--- config.mk ---
export PLATFORM = sky130hd
export DESIGN_NAME = spi_burst_deserializer
export DESIGN_NICKNAME = d
export VERILOG_FILES = /design/src/rtl/spi_burst_deserializer.sv
export SDC_FILE = /design/constraint.sdc
export NUM_CORES = 1
export LEC_CHECK = 0
export CAP_MARGIN = 0
export CORE_MARGIN = 3
export CORE_UTILIZATION = 60
export DETAILED_ROUTE_END_ITERATION = 12
export PLACE_DENSITY = 0.78
export RECOVER_POWER = 25
export SLEW_MARGIN = 20
export SYNTH_ARGS = -nofsm -noshare
export SYNTH_HDL_FRONTEND = slang
export SYNTH_SLANG_ARGS = --single-unit
--- constraint.sdc ---
create_clock -name clk -period 5.2 [get_ports clk]
set_input_delay 1.04 -clock clk [delete_from_list [all_inputs] [get_ports clk]]
set_output_delay 1.04 -clock clk [all_outputs]
set_load 0.005 [all_outputs]
--- src/rtl/spi_burst_deserializer.sv ---
// spi_burst_deserializer
//   Oversampling SPI receiver for IMU burst reads. The SPI lines are sampled
//   on the system clock. After CS falls, the command/address bits are skipped.
//   The receiver then assembles NUM_WORDS words of WORD_W bits (MSB-first on
//   the wire), applies the byte order, tags each word with its channel index,
//   and pushes it into a small output FIFO.
//
// Ports:
//   clk, rst          system clock (>= 4x SCK); synchronous active-high reset
//   rp2350_sck/cs/miso asynchronous SPI inputs (CS active low)
//   out_data/out_chan FIFO head word and its channel index (0 while empty)
//   out_valid/ready   output handshake
//   frame_done        1-cycle pulse when the last word of a frame completes
//   short_frame       1-cycle pulse when CS rises before the frame completes
//   overrun           sticky flag: a completed word was dropped on a full FIFO
//
// Handshake: a word transfers on every clk edge where out_valid && out_ready.
// While out_valid is high and out_ready is low, out_data and out_chan hold
// their values, and out_valid stays high.

module spi_burst_deserializer #(
    parameter int WORD_W        = 16,
    parameter int NUM_WORDS     = 6,
    parameter int SKIP_BITS     = 8,
    parameter int LITTLE_ENDIAN = 1,
    parameter int FIFO_DEPTH    = 8,
    localparam int CHW = (NUM_WORDS > 1) ? $clog2(NUM_WORDS) : 1
) (
    input  logic              clk,
    input  logic              rst,
    input  logic              rp2350_sck,
    input  logic              rp2350_cs,
    input  logic              rp2350_miso,
    output logic [WORD_W-1:0] out_data,
    output logic [CHW-1:0]    out_chan,
    output logic              out_valid,
    input  logic              out_ready,
    output logic              frame_done,
    output logic              short_frame,
    output logic              overrun
);
    localparam int NB   = WORD_W / 8;
    localparam int MAXC = (WORD_W > SKIP_BITS) ? WORD_W : SKIP_BITS;
    localparam int CW   = $clog2(MAXC + 1);
    localparam int AW   = $clog2(FIFO_DEPTH);
    localparam int EW   = CHW + WORD_W;

    typedef enum logic [2:0] {WAIT_IDLE, IDLE, SKIP, DATA, DONE} state_t;

    // Two-flop synchronisers, plus one extra flop on SCK and CS for edge
    // detection. The CS chain resets low, so that after reset the receiver
    // waits until it observes a real CS-high level. A frame that is already
    // in progress at reset release is therefore never mistaken for a fresh
    // CS fall.
    logic sck_s1, sck_s2, sck_d;
    logic cs_s1, cs_s2, cs_d;
    logic miso_s1, miso_s2;

    always_ff @(posedge clk) begin
        if (rst) begin
            sck_s1 <= 1'b0; sck_s2 <= 1'b0; sck_d <= 1'b0;
            cs_s1  <= 1'b0; cs_s2  <= 1'b0; cs_d  <= 1'b0;
            miso_s1 <= 1'b0; miso_s2 <= 1'b0;
        end else begin
            sck_s1  <= rp2350_sck;  sck_s2  <= sck_s1;  sck_d <= sck_s2;
            cs_s1   <= rp2350_cs;   cs_s2   <= cs_s1;   cs_d  <= cs_s2;
            miso_s1 <= rp2350_miso; miso_s2 <= miso_s1;
        end
    end

    logic sck_rise, cs_fall, cs_rise;
    assign sck_rise = sck_s2 & ~sck_d;
    assign cs_fall  = ~cs_s2 & cs_d;
    assign cs_rise  = cs_s2 & ~cs_d;

    state_t            state;
    logic [CW-1:0]     cnt;
    logic [CHW-1:0]    chan;
    logic [WORD_W-1:0] shift_reg;

    // Word assembly. The completing bit is taken straight from the
    // synchroniser, so the finished word can be pushed in the same cycle.
    logic [WORD_W-1:0] rx_word, word;
    logic              word_done;

    always_comb begin
        rx_word = {shift_reg[WORD_W-2:0], miso_s2};
        word    = rx_word;
        if (LITTLE_ENDIAN != 0) begin
            for (int k = 0; k < NB; k++)
                word[8*k +: 8] = rx_word[8*(NB-1-k) +: 8];
        end
    end

    // cs_rise takes priority over a coincident sck_rise.
    assign word_done = (state == DATA) && sck_rise && !cs_rise &&
                       (int'(cnt) == WORD_W - 1);

    always_ff @(posedge clk) begin
        if (rst) begin
            state       <= WAIT_IDLE;
            cnt         <= '0;
            chan        <= '0;
            shift_reg   <= '0;
            frame_done  <= 1'b0;
            short_frame <= 1'b0;
        end else begin
            frame_done  <= 1'b0;
            short_frame <= 1'b0;
            case (state)
                WAIT_IDLE: if (cs_s2) state <= IDLE;
                IDLE: if (cs_fall) begin
                    cnt       <= '0;
                    chan      <= '0;
                    shift_reg <= '0;
                    state     <= (SKIP_BITS == 0) ? DATA : SKIP;
                end
                SKIP: if (cs_rise) begin
                    short_frame <= 1'b1;
                    state       <= IDLE;
                end else if (sck_rise) begin
                    if (int'(cnt) == SKIP_BITS - 1) begin
                        cnt   <= '0;
                        state <= DATA;
                    end else begin
                        cnt <= cnt + 1'b1;
                    end
                end
                DATA: if (cs_rise) begin
                    short_frame <= 1'b1;
                    state       <= IDLE;
                end else if (sck_rise) begin
                    shift_reg <= rx_word;
                    if (word_done) begin
                        cnt <= '0;
                        if (int'(chan) == NUM_WORDS - 1) begin
                            frame_done <= 1'b1;
                            state      <= DONE;
                        end else begin
                            chan <= chan + 1'b1;
                        end
                    end else begin
                        cnt <= cnt + 1'b1;
                    end
                end
                DONE: if (cs_rise) state <= IDLE;
                default: state <= WAIT_IDLE;
            endcase
        end
    end

    // Output FIFO. The head is read combinationally from registered
    // pointers. When the FIFO is full, a push and a pop in the same cycle
    // both proceed: the write lands in the slot that is being vacated.
    logic [EW-1:0] mem [FIFO_DEPTH];
    logic [AW-1:0] wr_ptr, rd_ptr;
    logic [AW:0]   count;
    logic          full, pop, push;

    assign full      = (count == (AW+1)'(FIFO_DEPTH));
    assign out_valid = (count != '0);
    assign pop       = out_valid && out_ready;
    assign push      = word_done && (!full || pop);
    assign {out_chan, out_data} = out_valid ? mem[rd_ptr] : '0;

    always_ff @(posedge clk) begin
        if (push) mem[wr_ptr] <= {chan, word};
    end

    always_ff @(posedge clk) begin
        if (rst) begin
            wr_ptr  <= '0;
            rd_ptr  <= '0;
            count   <= '0;
            overrun <= 1'b0;
        end else begin
            if (push) wr_ptr <= wr_ptr + 1'b1;
            if (pop)  rd_ptr <= rd_ptr + 1'b1;
            if (push && !pop)      count <= count + 1'b1;
            else if (pop && !push) count <= count - 1'b1;
            if (word_done && full && !pop) overrun <= 1'b1;
        end
    end
endmodule

==> results by group, run 1 <==
Clock tree
  – Clock sink count: 202
  – Clock transition at the registers of the reported paths: 60 ps
  – Clock Root Buffer: clkbuf_16
  – H-tree levels: 1
  – Post-CTS sizing: 0
  – Maximum root-to-sink buffer count: 3
  – CTS tree: built
  – CTS Hold Bufs: 0
  – TritonCTS buffer count: 20
  – Clock Latency Late Sink: roughly 480 ps
  – Post-CTS Setup Bufs: 0

Placement
  – Post-DP HPWL: 8200 µm
  – Port bufs: 28
  – Placer Congestion: ~0.84

Worst setup path
  – Critical path fanouts, max: 15
  – Worst path max stage delay: approximately 600 ps
  – Crit path kind: reg2out
  – CP max stage cell: dfxtp_2
  – CP Cell Sequence: buf_4, mux4_2, mux2i_1, nor2_1, clkdlybuf4s50_1
  – Reg2reg start: cnt[0]
  – Critical path launch point type: flop
  – Setup crit end kind: output port
  – WP data arrival: roughly 2800 ps
  – Crit path required time: 4160 ps

Route
  – DRC violations left: 0
  – Initial DRC count: 339
  – Drt via density: around 6.1
  – Drt pass-1 iters: 4
  – Antenna viol nets, final: 0
  – Detail-routed net length per standard cell: 20.8 µm
  – Post-Route WL: about 15,000 µm
  – Via count: between 4,000 and 5,000

GRT
  – Largest net degree at the start of global routing: 30
  – Vias in the first global route: 4,539
  – First-pass GRT wire length: 24,300 µm
  – Initial antenna violation count: 0
  – Gr usage total: 21.6%
  – Overflow after GRT: 0

Timing
  – Pins Over Slew Limit: 0
  – Final period utilization: 73.8%
  – Final Hold Fails: 0
  – Fin crit period: 3840 ps
  – Clock skew: ~11 ps
  – Final setup TNS: 0 ps
  – Hold WS: 436 ps
  – Worst-Margin Slew: slightly above 1000 ps
  – RSZ-0062 raised after global routing: false
  – Fmax: around 0.26 GHz
  – Slew headroom: a little under a third
  – Setup violators final: 0

Pwr
  – Pwr/cell area: 349 nW/µm²
  – Pleak: 3.00 nW
  – Maximum VDD drop: 0.238 mV
  – Power Total: 0.00323 W

Synthesis
  – Syn nets: 513
  – Cell taking the most area after synthesis: edfxtp_1
  – Post-synth EDFFs: 152
  – Synth Area per Inst: 16.1 µm²
  – Yosys top cell area share: 56.9%
  – Ys flop type: edfxtp_1
  – Seq/Total Area, Yosys: a little over two thirds
  – Mapped cell area: 8020 µm²
  – Synth top area cells: edfxtp_1 57%, dfxtp_1 12%, mux4_2 11%
  – Register bit total from synthesis: 202
  – Cells after Synth: 497
  – Ys Warns: 0
  – Most common cell in the netlist: edfxtp_1
  – Yosys cell types: 50
  – Commonest cells in the netlist: 152 x edfxtp_1, 50 x dfxtp_1, 38 x mux4_2, 38 x nor2_1, 22 x nand2b_1
  – Asr flop ratio synth: 0%

Layout
  – FF/Latch Area: 5570 µm²
  – Fill count: 803
  – Layout cells sized above 1: 17.6%
  – Area of the multi-input gates: 2330 µm²
  – Max reg flops: 152
  – Area Growth Syn to Fin: 15.3%
  – ANT cells: 0
  – Fin nets: around 550

Floorplan
  – I/O pins: 29
  – Die W: 122 µm
  – Die ar.: 14,800 µm²
  – Die height: 122 µm
  – Core Area: 12,800 µm²
  – Initial Util: 62.5%
  – Row cnt: about 40

Run
  – Max Cap Viol: 0

Min path
  – HP Start: miso_s1
  – Hold Path Class: reg2reg

Status
  – Status: complete, no violations
[cells in the final DEF (no fill, tap or decap), types with 3 or more instances in the layout]
cell type        count
o32ai_1              3
nand2b_1            22
mux4_2              38
nor3_2               4
o22ai_1             15
mux2i_1             21
nand2_1             14
or4_1                3
nand3_1             10
buf_4               15
clkbuf_16           21
clkinv_2             4
bufinv_16            3
a21oi_1              8
nor3_1               5
o211ai_1             3
clkdlybuf4s50_1     28
edfxtp_1           152
nor2b_1             12
o21ai_0              4
clkbuf_1             3
nand3b_1             4
ha_1                 9
nor2_1              38
xor2_1               3
dfxtp_1             49
nand4_1              3
clkinv_1             3
inv_1               15
[where the power goes]
group          leakage [nW]  switching (W)   total, W  internal (W)
Sequential             1.89     0.00000465    0.00172       0.00171
Clock                 0.339       0.000568    0.00148      0.000912
Combinational         0.771      0.0000154  0.0000283     0.0000129
Total                  3.00       0.000588    0.00323       0.00264
[area by class of cell]
cell class	instances	share of cell area, %
tap	172	2.33
clock buffer	26	6.10
timing repair buffer	43	4.25
multi-input combinational	255	25.2
sequential	202	60.2
inverter	15	0.609
clock inverter	10	1.31
[through the flow]
step                area [µm²]  utilization, %  setup slack [ps]  cells
floorplan                 8020               -              1570    497
global placement          8560            66.7              1600    687
global route              9250            72.1              1140    723
CTS                       9250            72.1              1270    723
finish                    9250            72.1              1360    723
detailed placement        8560            66.7              1490    687
[critical path, delay by kind of cell (launching register included)]
kind / cells / cell delay, ps
muxes: 2 / 810
DFF: 1 / 600
and+or+nand+nor: 1 / 60
buffers and inverters: 2 / 850
[layer usage]
| metal | wire [µm] | global-route usage, % | share of wire [%] | vias to the layer above |
|---|---|---|---|---|
| met3 | 788 | 2.97 | 5.2 | 31 |
| li1 | - | - | - | 2014 |
| met5 | 0 | 0 | 0 | - |
| met4 | 357 | 7.07 | 2.4 | 0 |
| met2 | 7830 | 37.7 | 52 | 151 |
| met1 | 6080 | 28.5 | 40 | 2207 |
[cells by family (layout without fill, tap and decap cells)]
group,count (synthesis),count (layout),synth area share [%]
DFF,202,202,69.4
and+or+nand+nor,130,130,8.69
muxes,61,61,13.6
AOI/OAI and AO/OA,50,50,4.28
buffers and inverters,40,94,1.95
adders and majority gates,10,10,1.65
xor gates and xnor gates,4,4,0.437
[path summary, 6_finish.rpt]
kind | slack [ps] | end | depth (start not counted)
worst max-delay path | 1360 | out_data[6] | 5
worst max register to register | 1810 | count[3] | 14
worst min register to register | 440 | miso_s2 | 1
worst min-delay path | 440 | miso_s2 | 1
Note: power is estimated with default switching activity, not from simulation.
==> run 2, diff against run 1 <==
--- a/config.mk
+++ b/config.mk
@@ -7,9 +7,9 @@
 export LEC_CHECK = 0
 export CAP_MARGIN = 0
 export CORE_MARGIN = 3
-export CORE_UTILIZATION = 60
+export CORE_UTILIZATION = 54
 export DETAILED_ROUTE_END_ITERATION = 12
-export PLACE_DENSITY = 0.78
+export PLACE_DENSITY = 0.75
 export RECOVER_POWER = 25
 export SLEW_MARGIN = 20
 export SYNTH_ARGS = -nofsm -noshare
==> constraint.sdc (replaced) <==
create_clock -name clk -period 3.4 [get_ports clk]
set_input_delay 0.68 -clock clk [delete_from_list [all_inputs] [get_ports clk]]
set_output_delay 0.68 -clock clk [all_outputs]
set_load 0.005 [all_outputs]
==> run 2 against run 1 <==
Net effect: critical path depth grew 9; register-to-register slack lost 1500 ps; final area grew 0.70%; die area grew 11%; sequential share of layout area shrank 0.42 points; core utilization shrank 6.5 points; worst hold slack gained 6.1 ps; count of clock-buffer cells in the layout is the same; sequential cell count is the same; clock power grew 53%.
==> results by group, run 2 (synthesis gave the netlist of run 1 again) <==
Status
  – Status: complete, no violations

Worst setup path
  – Critical path launch point type: flop
  – CP max stage cell: dfxtp_1
  – Worst path max stage delay: 380 ps (-220 ps)
  – Bufs and invs on worst path: 3 (+1)
  – CP Cell Sequence: ha_1, inv_1, nor3_1, ha_1, and4_2, nand2_1, inv_1, ha_1, inv_1, ha_1, a21oi_1, a211oi_1, a31oi_1, mux2_2
  – Crit path required time: 3760 ps (-400 ps)
  – Setup crit end kind: flop
  – WP data arrival: 3480 ps (+680 ps)
  – Worst path most repeated cell: ha_1
  – Family with the most delay on the worst path: adder cells
  – Crit path kind: reg2reg
  – Critical path fanouts, max: 5 (-10)

Clock tree
  – TritonCTS buffer count: 20 (unchanged)
  – Clock sink count: 202 (unchanged)
  – Maximum root-to-sink buffer count: 3 (unchanged)
  – CTS tree: built
  – Clock Latency Late Sink: 490 ps (about the same)
  – Clock transition at the registers of the reported paths: 60 ps (about the same)
  – CTS Hold Bufs: 0 (unchanged)
  – H-tree levels: 1 (unchanged)
  – Clock Root Buffer: clkbuf_16

Min path
  – Hold Path Class: reg2reg

Layout
  – Finished layout cell area: 9310 µm² (+0.70%)
  – Fill count: 1,001 (+25%)
  – Layout cells sized above 1: 18.4% (+0.84 points)
  – Commonest cells after routing, fill and taps aside: 152 x edfxtp_1, 49 x dfxtp_1, 38 x mux4_2
  – Area Growth Syn to Fin: 16.1%
  – Fin nets: 555 (+0.36%)
  – Most common cell after layout, fill and taps aside: edfxtp_1
  – Area of the multi-input gates: 2350 µm² (+0.75%)
  – Final core occ: 65.5% (-6.5 points)
  – Max reg flops: 152 (unchanged)
  – ANT cells: 0 (unchanged)
  – FF/Latch Area: 5570 µm² (unchanged)

Timing
  – Hold WS: 442 ps (+6.06 ps)
  – Fmax: 0.321 GHz
  – Slew headroom: 56.6% (+25 points)
  – Final period utilization: 91.6%
  – Clock skew: 17.2 ps (+5.67 ps)
  – Worst-Margin Slew: 649 ps (-370 ps)
  – Final Hold Fails: 0 (unchanged)
  – Pins Over Slew Limit: 0 (unchanged)
  – Fin crit period: 3110 ps
  – Setup violators final: 0 (unchanged)

Floorplan
  – Row cnt: 43 (+4.9%)
  – Die ar.: 16,300 µm² (+11%)
  – Core Area: 14,200 µm² (+11%)
  – Die W: 128 µm (+5.1%)
  – Die height: 128 µm (+5.1%)
  – I/O pins: 29 (unchanged)
  – Initial Util: 56.4% (-6.1 points)

Route
  – Detail-routed net length per standard cell: 20.2 µm (-2.8%)
  – Antenna viol nets, final: 0 (unchanged)
  – Drt pass-1 iters: 4 (unchanged)
  – DRC violations left: 0 (unchanged)
  – Initial DRC count: 302 (-11%)
  – Via count: 4,377 (-0.59%)
  – Drt via density: 5.97 (-1.9%)
  – Post-Route WL: 14,800 µm (-1.5%)

Pwr
  – Logic pwr share: 0.9% (about the same)
  – Share of power burned in registers: 53.3% (about the same)
  – Clock power frac: 45.8% (about the same)
  – Maximum VDD drop: 0.347 mV (+46%)
  – Sw Ratio: 18.2% (-0.047 points)
  – Sw power: 0.000896 W (+53%)
  – Int Pwr: 0.00404 W (+53%)
  – Pleak: 3.05 nW (+1.6%)
  – Pwr/cell area: 530 nW/µm² (+52%)
  – Power Total: 0.00493 W (+53%)

Placement
  – Post-DP Area: 8630 µm² (+0.77%)
  – Port bufs: 28 (unchanged)
  – Post-DP HPWL: 8610 µm (+5.1%)
  – Placer Congestion: 0.797 (-5.6%)

GRT
  – Largest net degree at the start of global routing: 39 (+30%)
  – First-pass GRT wire length: 24,300 µm (-0.28%)
  – Initial antenna violation count: 0 (unchanged)
  – Overflow after GRT: 0 (unchanged)
  – Vias in the first global route: 4,619 (+1.8%)
  – Gr usage total: 19.1% (-2.5 points)

Run
  – Max Cap Viol: 0 (unchanged)
run 2: cell count changes in the layout (fill, tap and decap cells not counted), moves of 2 or more:
cell      before  now
clkbuf_1       3    6
buf_12         0    2
clkbuf_8       2    0
nor2_1        38   35
nor2_2         0    3
clkinv_1       3    1
run 2: metrics by stage:
step           TNS [ps]  instances  worst slack, ps
2_1_floorplan         0        497              296
3_3_place_gp          0        697              325
3_5_place_dp          0        697              191
4_1_cts               0        733              252
5_1_grt           -5.48        733            -5.48
6_report              0        733              285
run 2: path summary, 6_finish.rpt:
check | from | cells past startpoint | slack [ps] | endpoint
worst max-delay path | cnt[0] | 14 | 290 | count[3]
worst min-delay path | miso_s1 | 1 | 440 | miso_s2
worst max register to register | cnt[0] | 14 | 290 | count[3]
worst min register to register | miso_s1 | 1 | 440 | miso_s2
run 2: final cells by class:
| type | count | share of cell area (%) |
|---|---|---|
| tap | 180 | 2.42 |
| inverter | 15 | 0.605 |
| timing repair buffer | 45 | 4.65 |
| sequential | 202 | 59.8 |
| clock buffer | 26 | 5.62 |
| clock inverter | 10 | 1.72 |
| multi-input combinational | 255 | 25.2 |
run 2: repair_timing:
| action | in CTS | in global routing |
|---|---|---|
| endpoints found under the setup margin | 0 | 1 |
| gates resized for setup | 0 | 1 |
| hold endpoints to repair | 0 | 0 |
| setup buffers | 0 | 0 |
run 2: worst register-to-register path: stages, from the launching register on:
cell and delay [ps]:
dfxtp_1 380, ha_1 220, inv_1 70, nor3_1 130
ha_1 250, and4_2 290, nand2_1 80, inv_1 140
ha_1 200, inv_1 100, ha_1 330, a21oi_1 190
a211oi_1 100, a31oi_1 180, mux2_2 350
run 2: power by group through the flow:
stage	clock network [W]	registers (W)	logic [W]
after floorplan	0	0.00268	0.0000334
after global placement	0	0.00268	0.0000431
after detailed placement	0	0.00268	0.0000448
after CTS	0.00231	0.00263	0.0000452
after global routing	0.00242	0.00263	0.0000499
final	0.00226	0.00263	0.0000455
run 2: per-layer routing:
| layer | global-route usage [%] | wire length, µm | vias to the layer above | share of wire [%] |
|---|---|---|---|---|
| li1 | - | - | 2013 | - |
| met5 | 0 | 0 | - | 0 |
| met1 | 25.6 | 6050 | 2187 | 41 |
| met3 | 2.71 | 820 | 37 | 5.5 |
| met4 | 6.87 | 531 | 0 | 3.6 |
| met2 | 32.3 | 7440 | 140 | 50 |
